$ cat src/rtl/carp_pkg.sv
`default_nettype none
// ============================================================================
// Module      : carp_pkg
// Description : Shared address width, reset vector and address type for the
//               CARP RISC-V core front end.
// Revision    : 1.0 - initial release
// ============================================================================
package carp_pkg;

  localparam int XLEN = 32;

  typedef logic [XLEN-1:0] addr_t;

  localparam addr_t RESET_VECTOR = 32'h0000_0000;

  // Instruction fetch requires 4-byte alignment.
  function automatic logic is_misaligned(input addr_t addr);
    return |addr[1:0];
  endfunction

endpackage : carp_pkg
`default_nettype wire

$ cat src/rtl/en_dff_ar.sv
`default_nettype none
// ============================================================================
// Module      : en_dff_ar
// Description : Generic load-enabled register with asynchronous active-high
//               reset to a parameterised value.
// Revision    : 1.0 - initial release
// ============================================================================
module en_dff_ar #(
  parameter int              WIDTH   = 32,
  parameter logic [WIDTH-1:0] RST_VAL = '0
) (
  input  logic             clk,
  input  logic             rst,
  input  logic             en,
  input  logic [WIDTH-1:0] d,
  output logic [WIDTH-1:0] q
);

  logic [WIDTH-1:0] r_q;

  always_ff @(posedge clk or posedge rst) begin
    if (rst) begin
      r_q <= RST_VAL;
    end else if (en) begin
      r_q <= d;
    end
  end

  assign q = r_q;

endmodule : en_dff_ar
`default_nettype wire

$ cat src/rtl/program_counter.sv
`default_nettype none
// ============================================================================
// Module      : program_counter
// Description : Architectural PC register; loads the next-PC value when
//               enabled, async reset to RESET_VECTOR. Optional macro
//               PC_ALIGN_CHECK_EN adds the pc_misaligned flag output.
// Revision    : 1.0 - initial release
// ============================================================================
module program_counter
  import carp_pkg::*;
#(
  parameter int    XLEN         = carp_pkg::XLEN,
  parameter addr_t RESET_VECTOR = carp_pkg::RESET_VECTOR
) (
  input  logic  clk,
  input  logic  rst,
  input  logic  pc_en,
  input  addr_t pc_in,
`ifdef PC_ALIGN_CHECK_EN
  output logic  pc_misaligned,
`endif
  output addr_t pc_out
);

  addr_t w_pc_q;

  en_dff_ar #(
    .WIDTH   (XLEN),
    .RST_VAL (RESET_VECTOR)
  ) u_pc_reg (
    .clk (clk),
    .rst (rst),
    .en  (pc_en),
    .d   (pc_in),
    .q   (w_pc_q)
  );

  assign pc_out = w_pc_q;

`ifdef PC_ALIGN_CHECK_EN
  // Derived from the flop output so it tracks pc_out in the same cycle.
  assign pc_misaligned = is_misaligned(w_pc_q);
`endif

endmodule : program_counter
`default_nettype wire

$ cat config.mk
export PLATFORM = sky130hd
export DESIGN_NAME = program_counter
export DESIGN_NICKNAME = d
export VERILOG_FILES = /design/src/rtl/carp_pkg.sv /design/src/rtl/en_dff_ar.sv /design/src/rtl/program_counter.sv
export SDC_FILE = /design/constraint.sdc
export NUM_CORES = 1
export LEC_CHECK = 0
export CORE_MARGIN = 2
export CORE_UTILIZATION = 35
export DETAILED_ROUTE_END_ITERATION = 8
export PLACE_DENSITY = 0.71
export SLEW_MARGIN = 20
export SYNTH_ARGS = -nofsm -noshare
export SYNTH_HDL_FRONTEND = slang
export SYNTH_SLANG_ARGS = --single-unit
$ cat constraint.sdc
create_clock -name clk -period 2.2 [get_ports clk]
set_input_delay 0.44 -clock clk [delete_from_list [all_inputs] [get_ports clk]]
set_output_delay 0.44 -clock clk [all_outputs]
set_load 0.01 [all_outputs]
==> summary.txt <==
Critical path
  • Crit path buffers/inverters: 1
  • Crit. End Element: output port
  • Crit path DAT: 1.19 ns
  • Worst-path cell chain: clkdlybuf4s50_1
  • Worst path max stage delay: 0.55 ns
  • Path type of the worst setup path: reg2out
  • Crit start category: register
  • Slowest CP cell: clkdlybuf4s50_1
  • CP delay by family, top: buffers and inverters
  • Required @ worst endpoint: 1.76 ns
  • Crit-path max FO: 2

Clocking
  • Worst skew pair latency: 0.27 ns
  • CTS Root Cell: clkbuf_8
  • CTS Hold Bufs: 0
  • Max Root-Sink Buffers: 2
  • H-tree Lvls: 2
  • CTS buffer count: 5
  • Worst-path clk slew: 0.06 ns
  • TritonCTS clock tree: done
  • Post-CTS Repair Setup Buffers: 0
  • CTS sink cnt: 32
  • Post-CTS sizing: 0

Synthesis
  • Ranking of synthesized cells by area: dfrtp_1 59%, mux2_4 33%, buf_12 4.5%
  • Post-synth top area cell: dfrtp_1
  • Yosys cell types: 6
  • Post-synth top area share: 0.5937
  • Number of synthesized register bits: 32
  • Xor/xnor share of the synthesized area: 0
  • Largest family of logic cells by synthesized area: multiplexers
  • Net count after synthesis: 104
  • Post-synthesis compound-gate area fraction: 0
  • Post-Synth Adder-Cell Area: 0
  • Mux cell area share after synthesis: 0.3506
  • Sequential fraction of the synthesis area: 0.5937
  • Yosys warning total: 0
  • Post-synthesis simple-gate area fraction: 0
  • Synthesized area per cell: 19.55 sq um
  • Cells after synthesis: 69
  • Post-synthesis instance area: 1349 sq um

Global route
  • First-pass GRT wire length: 4.491 mm
  • Pin count of the biggest net entering global routing: 21
  • Vias in the first global route: 957
  • Overall Global Routing Usage: 0.1434
  • Antenna violations before repair: 0
  • Total gr overflow: 0

Final layout
  • Antenna cells: 0
  • Layout cell share with drive strength beyond 1: 0.3050
  • Fin area: 2126 sq um
  • Max reg flops: 32
  • Layout area overhead: 57.61%
  • Final nets: 175

Floorplanning
  • Die H: 66.08 um
  • Core area: 3689 sq um
  • Die area: 4367 sq um
  • Width of the die: 66.08 um
  • Initial core utilization: 0.3657
  • I/O pin count: 67
  • FP Rows: 22

Routing
  • Post-route ant nets: 0
  • First-pass iteration count of the detailed router: 2
  • Routed Wire Length: 2.791 mm
  • Routed WL per cell: 14.77 um
  • Total number of vias: 825
  • DRC Markers: 0
  • Post-DR vias/cell: 4.365
  • DRT iter0 DRCs: 14

Place
  • Detailed placement HPWL: 2.074 mm
  • Gpl congestion: 0.7440
  • DP Area: 2033 sq um
  • Port bufs: 66

STA
  • Fin crit period: 1.629 ns
  • Slew headroom: 0.6078
  • Fin. Hold Viols: 0
  • Post-Route Setup TNS: 0 ns
  • Setup violations, final: 0
  • Fin. max-slew vios: 0
  • Worst slew pin tran: 0.5876 ns
  • Unrepaired setup endpoints after global routing: false
  • Post-route clock skew: 0 ns
  • Max Freq: 613.9 MHz
  • Final Cycle Share: 0.7404

Power
  • Worst VDD drop: 0.3564 mV
  • Leak: 0.9614 nW
  • PwrDens: 696.9 nW/um^2

Job
  • Max_cap viols: 0

Worst hold path
  • Hold WC Path Type: reg2reg

Status
  • Status: completed
## layout make-up
type                            count  area, sq um
Multi-Input combinational cell     32        473.0
Tap cell                           48        60.06
Sequential cell                    32        800.8
Clock buffer                        6        82.58
Fill cell                         308         1563
Inverter                            1        3.754
Clock inverter                      2        10.01
Timing Repair Buffer               68        695.7
## logic make-up (layout without fill, tap and decap cells)
logic type | after synthesis | after routing
buffers and inverters | 5 | 77
multiplexers | 32 | 32
flip-flops | 32 | 32
## report_power, final
group / leakage (nW) / switching, mW / internal (mW)
clock: 0.0510 / 0.205 / 0.249
combinational: 0.536 / 0.105 / 0.240
sequential: 0.374 / 0.0346 / 0.648
total: 0.961 / 0.344 / 1.14
## routing by layer
metal,GRT usage,up-vias,routed length [um]
met1,0.1656,414,1137
li1,-,376,-
met5,0,-,0
met3,0.03748,5,130
met2,0.2413,30,1464
met4,0.07653,0,59
## placed cells by master, fill, tap and decap left out, drive strengths merged
cell type      instances
mux2                  32
clkbuf                 6
clkdlybuf4s50         65
buf                    3
clkinv                 2
inv                    1
dfrtp                 32
## stage by stage
step	cells	util	hold slack [ns]	worst slack, ns	power (mW)
2_1_floorplan	69	-	0.5511	1.069	0.8460
3_3_place_gp	181	0.5512	0.4954	0.6814	1.034
6_report	189	0.5763	0.5098	0.5710	1.482
3_5_place_dp	181	0.5512	0.4948	0.6599	1.041
5_1_grt	189	0.5763	0.5177	0.5203	1.555
4_1_cts	189	0.5763	0.5093	0.5533	1.505
## synthesized netlist by cell type
cell and number:
dfrtp_1 32, mux2_4 30, buf_12 3, mux2_2 2, buf_6 1, inv_1 1
## final timing paths
| path | from | slack (ns) | end | cells after the start |
|---|---|---|---|---|
| min in group asynchronous | rst | 0.53 | u_pc_reg.q[26] | 2 |
| max in group asynchronous | rst | 1.17 | u_pc_reg.q[1] | 3 |
| hold / removal | u_pc_reg.q[21] | 0.51 | u_pc_reg.q[21] | 1 |
| hold reg to reg | u_pc_reg.q[21] | 0.51 | u_pc_reg.q[21] | 1 |
| setup reg to reg | u_pc_reg.q[19] | 1.42 | u_pc_reg.q[19] | 1 |
| setup / recovery | u_pc_reg.q[13] | 0.57 | pc_out[13] | 1 |
No activity file was read; power rests on OpenSTA's default activity.
